**src/rtl/branch_pc_sequencer_pkg.sv**
```systemverilog
// Shared constants and types for the per-thread branch PC sequencer.
package branch_pc_sequencer_pkg;

   localparam int unsigned PC_WIDTH_DEFAULT           = 10;
   localparam int unsigned THREAD_COUNT_DEFAULT       = 8;
   localparam int unsigned THREAD_COUNT_WIDTH_DEFAULT = 3;
   localparam int unsigned DETECTOR_COUNT_DEFAULT     = 4;

   typedef enum logic [1:0] {
      SRC_INC,
      SRC_JUMP,
      SRC_HOLD,
      SRC_OVERRIDE
   } pc_src_e;

   // Index width for n items, never narrower than one bit.
   function automatic int unsigned index_width(input int unsigned n);
      return (n > 1) ? $clog2(n) : 1;
   endfunction

endpackage

```
**src/rtl/branch_pc_sequencer_priority_select.sv**
```systemverilog
// Lowest-index priority encoder over the branch detectors.
module branch_priority_select
   import branch_pc_sequencer_pkg::*;
#(
   parameter int unsigned PC_WIDTH       = PC_WIDTH_DEFAULT,
   parameter int unsigned DETECTOR_COUNT = DETECTOR_COUNT_DEFAULT,
   parameter int unsigned INDEX_WIDTH    = index_width(DETECTOR_COUNT)
)(
   input  logic [DETECTOR_COUNT-1:0]          valid,
   input  logic [DETECTOR_COUNT*PC_WIDTH-1:0] destination,
   output logic [INDEX_WIDTH-1:0]             winner,
   output logic                               any_jump,
   output logic [PC_WIDTH-1:0]                winner_destination
);

   always_comb begin
      winner             = '0;
      any_jump           = 1'b0;
      winner_destination = '0;
      for (int unsigned i = 0; i < DETECTOR_COUNT; i++) begin
         if (valid[i] && !any_jump) begin
            any_jump           = 1'b1;
            winner             = INDEX_WIDTH'(i);
            winner_destination = destination[i*PC_WIDTH +: PC_WIDTH];
         end
      end
   end

endmodule

```
**src/rtl/branch_pc_sequencer.sv**
```systemverilog
// Barrel-pipeline fetch sequencer: rotating per-thread PC ring with branch,
// annul-hold, sequential and external-override next-PC sources.
module branch_pc_sequencer
   import branch_pc_sequencer_pkg::*;
#(
   parameter int unsigned         PC_WIDTH           = PC_WIDTH_DEFAULT,
   parameter int unsigned         THREAD_COUNT       = THREAD_COUNT_DEFAULT,
   parameter int unsigned         THREAD_COUNT_WIDTH = THREAD_COUNT_WIDTH_DEFAULT,
   parameter int unsigned         DETECTOR_COUNT     = DETECTOR_COUNT_DEFAULT,
   parameter logic [PC_WIDTH-1:0] START_PC           = '0
)(
   input  logic                                      clock,
   input  logic                                      reset,
   input  logic [DETECTOR_COUNT-1:0]                 reached,
   input  logic [DETECTOR_COUNT-1:0]                 jump,
   input  logic [DETECTOR_COUNT*PC_WIDTH-1:0]        destination,
   input  logic [DETECTOR_COUNT-1:0]                 cancel,
   input  logic                                      IO_ready_current,
   input  logic                                      pc_wren,
   input  logic [THREAD_COUNT_WIDTH-1:0]             pc_wr_thread,
   input  logic [PC_WIDTH-1:0]                       pc_wr_data,
   output logic [PC_WIDTH-1:0]                       pc,
   output logic [THREAD_COUNT_WIDTH-1:0]             pc_thread,
   output logic                                      branch_taken,
   output logic [index_width(DETECTOR_COUNT)-1:0]    branch_index,
   output logic                                      alu_cancel
);

   localparam int unsigned INDEX_WIDTH = index_width(DETECTOR_COUNT);

   logic [THREAD_COUNT_WIDTH-1:0] current_thread;
   logic [PC_WIDTH-1:0]           ring [THREAD_COUNT];
   logic [PC_WIDTH-1:0]           pc_cur;

   logic                          pend_valid;
   logic [THREAD_COUNT_WIDTH-1:0] pend_thread;
   logic [PC_WIDTH-1:0]           pend_data;

   logic [INDEX_WIDTH-1:0]        winner;
   logic                          any_jump;
   logic [PC_WIDTH-1:0]           winner_destination;

   logic                          direct_hit;
   logic                          pend_hit;
   logic                          override_applied;
   pc_src_e                       pc_src;
   logic [PC_WIDTH-1:0]           next_pc;
   logic                          taken_next;
   logic                          cancel_next;

   assign pc_cur = ring[0];

   branch_priority_select #(
      .PC_WIDTH       (PC_WIDTH),
      .DETECTOR_COUNT (DETECTOR_COUNT),
      .INDEX_WIDTH    (INDEX_WIDTH)
   ) u_select (
      .valid              (reached & jump),
      .destination        (destination),
      .winner             (winner),
      .any_jump           (any_jump),
      .winner_destination (winner_destination)
   );

   always_comb begin
      direct_hit       = pc_wren && (pc_wr_thread == current_thread);
      pend_hit         = pend_valid && (pend_thread == current_thread);
      override_applied = direct_hit || pend_hit;

      pc_src = SRC_INC;
      if (override_applied)      pc_src = SRC_OVERRIDE;
      else if (!IO_ready_current) pc_src = SRC_HOLD;
      else if (any_jump)         pc_src = SRC_JUMP;

      next_pc = pc_cur + PC_WIDTH'(1);
      unique case (pc_src)
         SRC_OVERRIDE: next_pc = direct_hit ? pc_wr_data : pend_data;
         SRC_HOLD:     next_pc = pc_cur;
         SRC_JUMP:     next_pc = winner_destination;
         default:      next_pc = pc_cur + PC_WIDTH'(1);
      endcase

      taken_next  = any_jump && IO_ready_current && !override_applied;
      cancel_next = (|(reached & cancel)) && IO_ready_current;
   end

   always_ff @(posedge clock) begin
      if (reset) begin
         for (int unsigned i = 0; i < THREAD_COUNT; i++) ring[i] <= START_PC;
         current_thread <= '0;
         pend_valid     <= 1'b0;
         pend_thread    <= '0;
         pend_data      <= '0;
         pc             <= START_PC;
         pc_thread      <= '0;
         branch_taken   <= 1'b0;
         branch_index   <= '0;
         alu_cancel     <= 1'b0;
      end else begin
         for (int unsigned i = 0; i + 1 < THREAD_COUNT; i++) ring[i] <= ring[i+1];
         ring[THREAD_COUNT-1] <= next_pc;

         current_thread <= (current_thread == THREAD_COUNT_WIDTH'(THREAD_COUNT - 1))
                           ? '0 : current_thread + THREAD_COUNT_WIDTH'(1);

         // A new write to another thread replaces any pending one; a consumed entry is retired.
         if (pc_wren && !direct_hit) begin
            pend_valid  <= 1'b1;
            pend_thread <= pc_wr_thread;
            pend_data   <= pc_wr_data;
         end else if (pend_hit) begin
            pend_valid  <= 1'b0;
         end

         pc           <= next_pc;
         pc_thread    <= current_thread;
         branch_taken <= taken_next;
         branch_index <= winner;
         alu_cancel   <= cancel_next;
      end
   end

endmodule
```
**config.mk**
```make
export PLATFORM = sky130hd
export DESIGN_NAME = branch_pc_sequencer
export DESIGN_NICKNAME = d
export VERILOG_FILES = /design/src/rtl/branch_pc_sequencer_pkg.sv /design/src/rtl/branch_pc_sequencer_priority_select.sv /design/src/rtl/branch_pc_sequencer.sv
export SDC_FILE = /design/constraint.sdc
export NUM_CORES = 1
export LEC_CHECK = 0
export BUFFER_PORTS_ARGS = -buffer_cell sky130_fd_sc_hd__buf_2
export CORE_AREA = 3 3 93 95
export CTS_CLUSTER_SIZE = 16
export DETAILED_ROUTE_END_ITERATION = 10
export DIE_AREA = 0 0 96 98
export PLACE_DENSITY = 0.73
export SLEW_MARGIN = 40
export SYNTH_ARGS = -nofsm -noshare
export SYNTH_HDL_FRONTEND = slang
export SYNTH_HIERARCHICAL = 1
export SYNTH_SLANG_ARGS = --single-unit
```
**constraint.sdc**
```tcl
create_clock -name clock -period 2.4 [get_ports clock]
set_input_delay 0.24 -clock clock [delete_from_list [all_inputs] [get_ports clock]]
set_output_delay 0.24 -clock clock [all_outputs]
set_load 0.1 [all_outputs]
```
==> impl_metrics.xml <==
<?xml version="1.0" encoding="UTF-8"?>
<metrics>
  <group name="run_status">
    <metric name="run_status" unit="">completed</metric>
  </group>
  <group name="timing">
    <metric name="rsz_0062_raised_after_global_routing" unit="">no</metric>
    <metric name="final.period_utilization" unit="%">83.00</metric>
    <metric name="slew_headroom" unit="%">59.17</metric>
    <metric name="period_minus_slack" unit="ns">1.992</metric>
    <metric name="tns" unit="ns">0</metric>
    <metric name="drv_slew" unit="">0</metric>
    <metric name="endpoints_failing_setup" unit="">0</metric>
    <metric name="worst-slew-pin-transition" unit="ns">0.6125</metric>
    <metric name="fmaxAchievable" unit="MHz">502.0</metric>
    <metric name="worst_clock_skew" unit="ns">0.006825</metric>
    <metric name="finalHoldViolCount" unit="">0</metric>
  </group>
  <group name="routing">
    <metric name="drtAntennaViolNets" unit="">0</metric>
    <metric name="drt_pass1_iterations" unit="">5</metric>
    <metric name="post-route-drc-count" unit="">0</metric>
    <metric name="drtIter0Drc" unit="">157</metric>
    <metric name="wl_per_cell" unit="um">14.30</metric>
    <metric name="routed_wl" unit="mm">8.334</metric>
    <metric name="drt-vias-per-instance" unit="">5.086</metric>
    <metric name="vias" unit="">2965</metric>
  </group>
  <group name="place">
    <metric name="count_of_input_and_output_buffers" unit="">85</metric>
    <metric name="finalWeightedCongestion" unit="">0.8809</metric>
    <metric name="place_hpwl" unit="mm">6.195</metric>
  </group>
  <group name="synth">
    <metric name="yosys-mux-area-fraction" unit="%">4.104</metric>
    <metric name="synthFlopType" unit="">sky130_fd_sc_hd__dfxtp_1</metric>
    <metric name="async_flop_share" unit="%">0</metric>
    <metric name="synth_enable_flop_cells" unit="">0</metric>
    <metric name="synth.avg_cell_area" unit="um^2">9.831</metric>
    <metric name="synth_seq_cells" unit="">104</metric>
    <metric name="synth_top_family_by_area" unit="">simple AND/OR/NAND/NOR gates</metric>
    <metric name="synth-simple-area-share" unit="%">25.39</metric>
    <metric name="synth_area" unit="mm^2">0.003933</metric>
    <metric name="synthTopCellsByArea" unit="">sky130_fd_sc_hd__dfxtp_1 53%, sky130_fd_sc_hd__nor2b_1 12%, sky130_fd_sc_hd__nor2_1 4.4%</metric>
    <metric name="cells_after_synth" unit="">400</metric>
    <metric name="synth_xor_area_share" unit="%">2.227</metric>
    <metric name="synth-seq-area-share" unit="%">52.94</metric>
    <metric name="synth_cell_types" unit="">48</metric>
    <metric name="synth.top_cells.by_count" unit="">104 x sky130_fd_sc_hd__dfxtp_1, 76 x sky130_fd_sc_hd__nor2b_1, 46 x sky130_fd_sc_hd__nor2_1</metric>
    <metric name="synth_area_leader_cell" unit="">sky130_fd_sc_hd__dfxtp_1</metric>
    <metric name="synth_fa_ha_area_share" unit="%">0.9545</metric>
    <metric name="mappedNetlistNets" unit="">472</metric>
    <metric name="post-synth-top-area-fraction" unit="%">52.94</metric>
    <metric name="synthMostInstantiatedCell" unit="">sky130_fd_sc_hd__dfxtp_1</metric>
    <metric name="synth_compound_area_share" unit="%">9.577</metric>
    <metric name="yosysWarningCount" unit="">6</metric>
  </group>
  <group name="cells_and_area">
    <metric name="area_used_by_multi_input_combinational_logic" unit="mm^2">0.001662</metric>
    <metric name="nets" unit="">548</metric>
    <metric name="regArea" unit="mm^2">0.002082</metric>
    <metric name="syn2layout_area_growth" unit="%">17.15</metric>
    <metric name="antenna_cells" unit="">0</metric>
    <metric name="final_layout_size_suffix_gt1_share" unit="%">25.78</metric>
    <metric name="fillcell_total" unit="">699</metric>
  </group>
  <group name="floorplanning">
    <metric name="placeableCoreArea" unit="mm^2">0.007807</metric>
    <metric name="std_cell_rows" unit="">32</metric>
    <metric name="top_level_port_count" unit="">86</metric>
    <metric name="dieArea" unit="mm^2">0.009408</metric>
    <metric name="die_height" unit="um">98</metric>
    <metric name="die_w" unit="um">96</metric>
    <metric name="start_util" unit="%">50.37</metric>
  </group>
  <group name="clock_tree">
    <metric name="cts_inserted_buffers" unit="">9</metric>
    <metric name="cts.path.max_buffers" unit="">2</metric>
    <metric name="cts_hold_buffers" unit="">0</metric>
    <metric name="clk_transition_reported_paths" unit="ns">0.10</metric>
    <metric name="clock_sinks" unit="">104</metric>
    <metric name="clock_tree.htree_level_count" unit="">3</metric>
    <metric name="post-cts-setup-buffer-count" unit="">0</metric>
    <metric name="post_cts_resized" unit="">0</metric>
    <metric name="clock-root-buffer" unit="">sky130_fd_sc_hd__clkbuf_8</metric>
    <metric name="cts_tree" unit="">built</metric>
    <metric name="worst_skew_pair.late_latency" unit="ns">0.36</metric>
  </group>
  <group name="hold_path">
    <metric name="min_path_type" unit="">primary input to register</metric>
  </group>
  <group name="pwr">
    <metric name="power.total" unit="mW">3.398</metric>
    <metric name="ir_drop" unit="uV">435.8</metric>
    <metric name="power-per-cell-area" unit="mW/mm^2">737.5</metric>
    <metric name="p_leak" unit="nW">1.993</metric>
  </group>
  <group name="global_routing">
    <metric name="grt_pass1_vias" unit="">2892</metric>
    <metric name="grt_antenna_before_repair" unit="">0</metric>
    <metric name="gr-total-overflow" unit="">0</metric>
    <metric name="grt_start_max_net_pins" unit="">32</metric>
    <metric name="grt_pass1_wl" unit="mm">13.72</metric>
    <metric name="grt_use_total" unit="%">18.81</metric>
  </group>
  <group name="worst_setup_path">
    <metric name="crit_family" unit="">compound AO/OA/AOI/OAI gates</metric>
    <metric name="crit_type" unit="">primary input to register</metric>
    <metric name="critical_path.n_buffers_inverters" unit="">3</metric>
    <metric name="critPathMaxStageDelay" unit="ns">0.35</metric>
    <metric name="worst-path-max-fanout" unit="">15</metric>
    <metric name="worstSetupEndpointType" unit="">register</metric>
    <metric name="crit_path_top_delay_cell" unit="">sky130_fd_sc_hd__a211oi_1</metric>
    <metric name="crit_path_cell_trace" unit="">buf_2, and2_1, buf_4, nor3b_2, buf_4, a221oi_1, o21ai_1, mux2i_1, a211oi_1, a211oi_1, nor3_1</metric>
    <metric name="critPathLaunchType" unit="">primary input</metric>
    <metric name="critical_path_required" unit="ns">2.68</metric>
    <metric name="rrSetupSlack" unit="ns">0.46</metric>
    <metric name="data_arrival_at_the_endpoint_of_the_critical_path" unit="ns">2.28</metric>
  </group>
  <group name="job">
    <metric name="drv_cap" unit="">0</metric>
  </group>
</metrics>
## placed cells by master (no fill, tap or decap), types with 10 or more instances in the layout
cell,instances
sky130_fd_sc_hd__a211oi_1,11
sky130_fd_sc_hd__a221oi_1,10
sky130_fd_sc_hd__nor2_1,46
sky130_fd_sc_hd__nand2_1,15
sky130_fd_sc_hd__buf_2,85
sky130_fd_sc_hd__buf_4,13
sky130_fd_sc_hd__mux2i_1,15
sky130_fd_sc_hd__nor2b_1,76
sky130_fd_sc_hd__dfxtp_1,104
## sequential cells by signal, summed over array words and instances (netlist names)
signal / cells
pend_valid: 1
current_thread: 3
pend_thread: 3
pc: 10
branch_index: 2
branch_taken: 1
pc_thread: 3
pend_data: 10
alu_cancel: 1
ring: 70
## worst min-delay path, stage by stage
cell                      delay (ns)
sky130_fd_sc_hd__buf_2          0.09
sky130_fd_sc_hd__mux2i_1        0.06
sky130_fd_sc_hd__nor2_1         0.08
## worst paths after layout
check	from	to	depth (start not counted)
worst max-delay path	reached[0]	pc[1]	11
worst min-delay path	pc_wr_data[4]	pend_data[4]	3
worst max register to register	ring[0][0]	pc[8]	6
worst min register to register	ring[0][19]	ring[0][9]	1
## report_power, final
part | switching, mW | internal [mW]
sequential | 0.0336 | 1.79
clock | 0.610 | 0.403
combinational | 0.369 | 0.191
## routing by layer
| layer | track usage (%) | vias to the layer above | wire length (um) |
|---|---|---|---|
| met3 | 5.162 | 13 | 625 |
| met2 | 28.57 | 97 | 3823 |
| met1 | 25.40 | 1353 | 3722 |
| li1 | - | 1502 | - |
| met4 | 7.002 | 0 | 163 |
| met5 | 0 | - | 0 |
## per-stage QoR
stage               util (%)  hold slack (ns)  instance area, um^2  cells  setup slack [ns]
floorplan                  -           0.3839                 3933    400            0.3623
global placement       56.59           0.4149                 4418    567          0.004957
detailed placement     56.59           0.4204                 4418    567           0.04549
CTS                    59.01           0.1123                 4607    583            0.3961
global route           59.01           0.1256                 4607    583            0.1959
finish                 59.01           0.1292                 4607    583            0.4079
## logic make-up (layout without fill, tap and decap cells)
kind of cell / after synthesis / after routing
compound gates: 54 / 54
xor+xnor: 10 / 10
flops: 104 / 104
simple gates: 178 / 178
buf+inv: 35 / 116
fa+ha+maj: 3 / 3
mux: 16 / 16
## cell type report
type / instances / area share [%]
Multi-Input combinational cell: 261 / 36.07
Inverter: 1 / 0.08148
Tap cell: 102 / 2.770
Sequential cell: 104 / 45.19
Clock inverter: 6 / 1.331
Timing Repair Buffer: 99 / 11.79
Clock buffer: 10 / 2.770
(Power assumes the default switching activity.)
